--- src/rtl/fetch_seq_chk_pkg.sv ---
// Shared types for the fetch-sequence checker: the address type, the
// pipeline packet shapes it observes, and the checker's error kinds.
package fetch_seq_chk_pkg;

  localparam int PADDR_W = 32;

  typedef logic [PADDR_W-1:0] t_paddr;

  typedef struct packed {
    logic [31:0] instr;
    t_paddr      pc;
  } t_instr_pkt;

  typedef struct packed {
    logic   valid;
    t_paddr restore_pc;
  } t_br_mispred_pkt;

  typedef struct packed {
    logic   valid;
    t_paddr restore_pc;
  } t_nuke_pkt;

  typedef enum logic [1:0] {
    NONE      = 2'd0,
    BAD_PC    = 2'd1,
    NONCONTIG = 2'd2
  } t_fetch_chk_err;

  // Byte offset of n sequential instructions; wraps at the address width.
  function automatic t_paddr pc_step(input int n, input int bytes);
    return t_paddr'(n * bytes);
  endfunction

endpackage

--- src/rtl/fetch_lane_cmp.sv ---
// Per-lane PC comparator: forms the PC this lane should carry relative to
// the group's expected base PC and flags a mismatch on a valid lane.
module fetch_lane_cmp
  import fetch_seq_chk_pkg::*;
#(
  parameter int LANE        = 0,
  parameter int INSTR_BYTES = 4
) (
  input  logic   lane_valid,
  input  t_paddr base_pc,
  input  t_paddr act_pc,
  output t_paddr lane_exp_pc,
  output logic   mismatch
);

  assign lane_exp_pc = base_pc + pc_step(LANE, INSTR_BYTES);
  assign mismatch    = lane_valid && (act_pc != lane_exp_pc);

endmodule

--- config.mk ---
export PLATFORM = sky130hd
export DESIGN_NAME = fetch_lane_cmp
export DESIGN_NICKNAME = d
export VERILOG_FILES = /design/src/rtl/fetch_seq_chk_pkg.sv /design/src/rtl/fetch_lane_cmp.sv
export SDC_FILE = /design/constraint.sdc
export NUM_CORES = 1
export LEC_CHECK = 0
export ABC_AREA = 1
export BUFFER_PORTS_ARGS = -buffer_cell sky130_fd_sc_hd__buf_4
export CAP_MARGIN = 20
export CORE_UTILIZATION = 39
export DETAILED_ROUTE_END_ITERATION = 6
export PLACE_DENSITY = 0.95
export SLEW_MARGIN = 5
export SYNTH_ARGS = -nofsm -noshare
export SYNTH_HDL_FRONTEND = slang
export SYNTH_SLANG_ARGS = --single-unit
--- constraint.sdc ---
create_clock -name vclk -period 1
set_input_delay 0.15 -clock vclk [all_inputs]
set_output_delay 0.15 -clock vclk [all_outputs]
set_load 0.05 [all_outputs]
* Word-level counts from Yosys, hierarchy flattened
Index checks and enable logic that the tools add are counted.
** Cells by class
- Eq/ne operators :: 1
- Reductions and logical operators :: 1
** Operators by type and width (number)
- 32-bit != test :: 1
- 1-bit logical AND :: 1
** Word-level totals
- Register bits :: 0
- Output and inout port bits :: 33

* Logic depth before layout (Yosys ltp)
- Depth after elaboration :: 2
- Mapped depth :: 9
- Mapped depth without buffers :: 9

* Least setup slack after synthesis
Ideal clock, no wire load.
- Kind :: input to output
- Start point :: input act_pc[18]
- End point :: output mismatch
- Arrival time :: 1150 ps
- Required time :: 850 ps
- Setup slack :: -300 ps
- Stages :: 9
- Path buffers :: 0
- Cell sequence :: nand2_1 > inv_1 > nor2_1 > nor2_1 > nand2_1 > nor2_1 > nand2_1 > nor2_1 > nor2_1
** Between the ends
- Longest elaborated chain between the ends :: 2
** RTL lines
- start, declared :: line fetch_lane_cmp.sv:11 : input t_paddr act_pc,
- 32-bit != test :: line fetch_lane_cmp.sv:17 : assign mismatch = lane_valid && (act_pc != lane_exp_pc);
- 1-bit logical AND :: line fetch_lane_cmp.sv:17
- end, declared :: line fetch_lane_cmp.sv:13 : output logic mismatch
No other way between the ends.

* Worst setup path in the final report
- Start point :: input base_pc[5]
- End point :: output mismatch
** Between the ends
- Longest elaborated chain between the ends :: 2
** RTL lines
- start, declared :: line fetch_lane_cmp.sv:10 : input t_paddr base_pc,
- 32-bit != test :: line fetch_lane_cmp.sv:17
- 1-bit logical AND :: line fetch_lane_cmp.sv:17
No other way between the ends.

==> results.md <==
- Status: finished, violations left
- Failing checks: negative setup slack
- CP max stage delay: 0.15 ns
- CP Launch Point: base_pc[5]
- Mean cell area of the mapped netlist: 4.42 sq um
- P_sw: 0.478 mW
- Synth unique cells: 5
- Fin crit share: 1.25
- Port bufs: about 100
- Crit path max-delay family: simple AND/OR/NAND/NOR gates
- Share of cells above drive strength 1: 0.476
- Levels on crit path: 10
- Core ar.: 2060 sq um
- Combinational power share: 1.000
- VDD IR-drop max: 373 uV
- Die Wd: 49.9 microns
- Min-delay worst type: primary input to output pin
- Slowest CP cell: nor2_2
- Fmax: 801 MHz
- Synthesized net count: 267
- Leak pwr: 1.06 nW
- Post-route cell area: 1560 sq um
- Drt first-iter violations: 5
- Sequential Power Share: 0
- Sequential area share after synthesis: 0
- CP bufs+invs: 2
- First-pass GRT wire length: 3.72 mm
- Setup WS pre-CTS: -0.300 ns
- Most frequent cells in the layout: 91 x buf_4, 68 x nand2_1, 40 x inv_1
- Final HPWL DP: 2.17 mm
- Inst Count DP: 298
- MaxCap Viol Count: 0
- WL final: ~2.5 mm
- Wirelength per Cell: 8.47 microns
- RSZ-0062 raised after global routing: yes
- Worst Tran Pin Value: around 0.15 ns
- WP data arrival: 1.10 ns
- Int Pwr: 0.361 mW
- Ports: 98
- DIE AREA: 2490 sq um
- DRC viols: 0
- FP Rows: 16
- Commonest non-fill, non-tap cell in the layout: buf_4
- GRT overflow: 0
- Via count of the first global-routing pass: 1036
- Die Y: roughly 50 microns
- Cell count after synthesis: ~200
- Worst Setup EP: mismatch
- Final setup viols: 1
- Post-CTS setup buffers: 0
- Total iterations of the first detailed-routing run: 4
- Critical path type: primary input to output pin
- Crit path max fanout: 3
- Final sequential cell count: 0
- FF/Latch Area: 0 sq um
- Hold_buf cts: 0
- Initial Util: 0.433
- Critical Path Source Type: primary input
- Antenna cell count: 0
- Cell Chain, Critical Path: buf_4 > nor2_2 > nor2_1 > nor2_1 > nand2_1 > nor2_1 > nand2_1 > nor2_2 > nor2_4 > buf_8
- Min Hold Slack: 0.563 ns
- Yosys warnings: 0
- Synthesis-to-layout area growth: 74.1%
- Number of nets in the layout: 338
- Count of final max-slew check failures: 0
- Clock power share: 0
- Placed inst area: 1450 sq um
- Initial antenna violation count: 0
- Routed Antenna Nets: 0
- Fin. Hold Viols: 0
- Clock period minus worst slack: between 1 and 1.5 ns
- Critical Path Sink Type: output pin
- Largest net degree at the start of global routing: 4
- CLK BUF: 0
- Sw frac: 0.570
- Slew margin rel.: 0.899
- Required time of the critical path: about 0.85 ns
- Mapped Area: around 890 sq um
- Gpl congestion: 0.697
- Cell Count, Final, Fillers Out: between 200 and 300
- Worst setup margin: -0.248 ns
- Via count: 1265
- GRT Total Usage: 0.181
- PD cells: 539 nW/um^2
- Vias/cell: roughly 4.2
- Top cell by count, worst path: nor2_1
layer usage:
layer,vias to the layer above,share of wire,GRT usage
met1,538,0.34,0.178
li1,669,-,-
met5,-,0,0
met3,0,0.090,0.0247
met4,0,0,0
met2,58,0.57,0.403
power by group through the flow:
stage	clock, mW	sequential, mW	combinational [mW]
after floorplan	0	0	0.510
after global placement	0	0	0.773
after detailed placement	0	0	0.791
after CTS	0	0	0.802
after global routing	0	0	0.900
final	0	0	0.839
stage by stage:
stage / utilization / setup TNS [ns] / power, mW
6_report: 0.754 / -0.248 / 0.839
5_1_grt: 0.754 / -0.313 / 0.900
4_1_cts: 0.716 / -0.216 / 0.802
3_5_place_dp: 0.704 / -0.300 / 0.791
3_3_place_gp: 0.704 / -0.268 / 0.773
2_1_floorplan: - / 0 / 0.510
worst min-delay path by stage:
stage                startpoint               to  slack (ns)  depth (start not counted)
floorplan            lane_valid         mismatch        0.46                          2
global placement     base_pc[6]   lane_exp_pc[6]        0.57                          2
detailed placement  base_pc[18]  lane_exp_pc[18]        0.57                          2
CTS                  base_pc[1]   lane_exp_pc[1]        0.56                          2
global route        base_pc[31]  lane_exp_pc[31]        0.57                          2
finish              base_pc[31]  lane_exp_pc[31]        0.56                          2
kinds of logic (layout without fill, tap and decap cells):
kind of cell              after synthesis  in the layout  synth area share
and+or+nand+nor                       119            119             0.500
buffers and inverters                  80            149             0.471
xor gates and xnor gates                3              3            0.0294
Yosys cell counts:
cell type,n,area [sq um]
nand2_1,75,282
nor2_1,44,165
xor2_1,3,26.3
buf_4,32,240
inv_1,48,180
repair_timing:
item | 4_1_cts | 5_1_grt
pin swaps | 2 | 23
resized for setup | 8 | 33
hold endpoints to repair | 0 | 0
endpoints found under the setup margin | 1 | 1
cell type report:
type                       count  area [sq um]
fill                         188           507
multi-input combinational    122           538
timing repair buffer         101           803
inverter                      48           180
tap                           27          33.8
No activity file was read; power rests on OpenSTA's default activity.
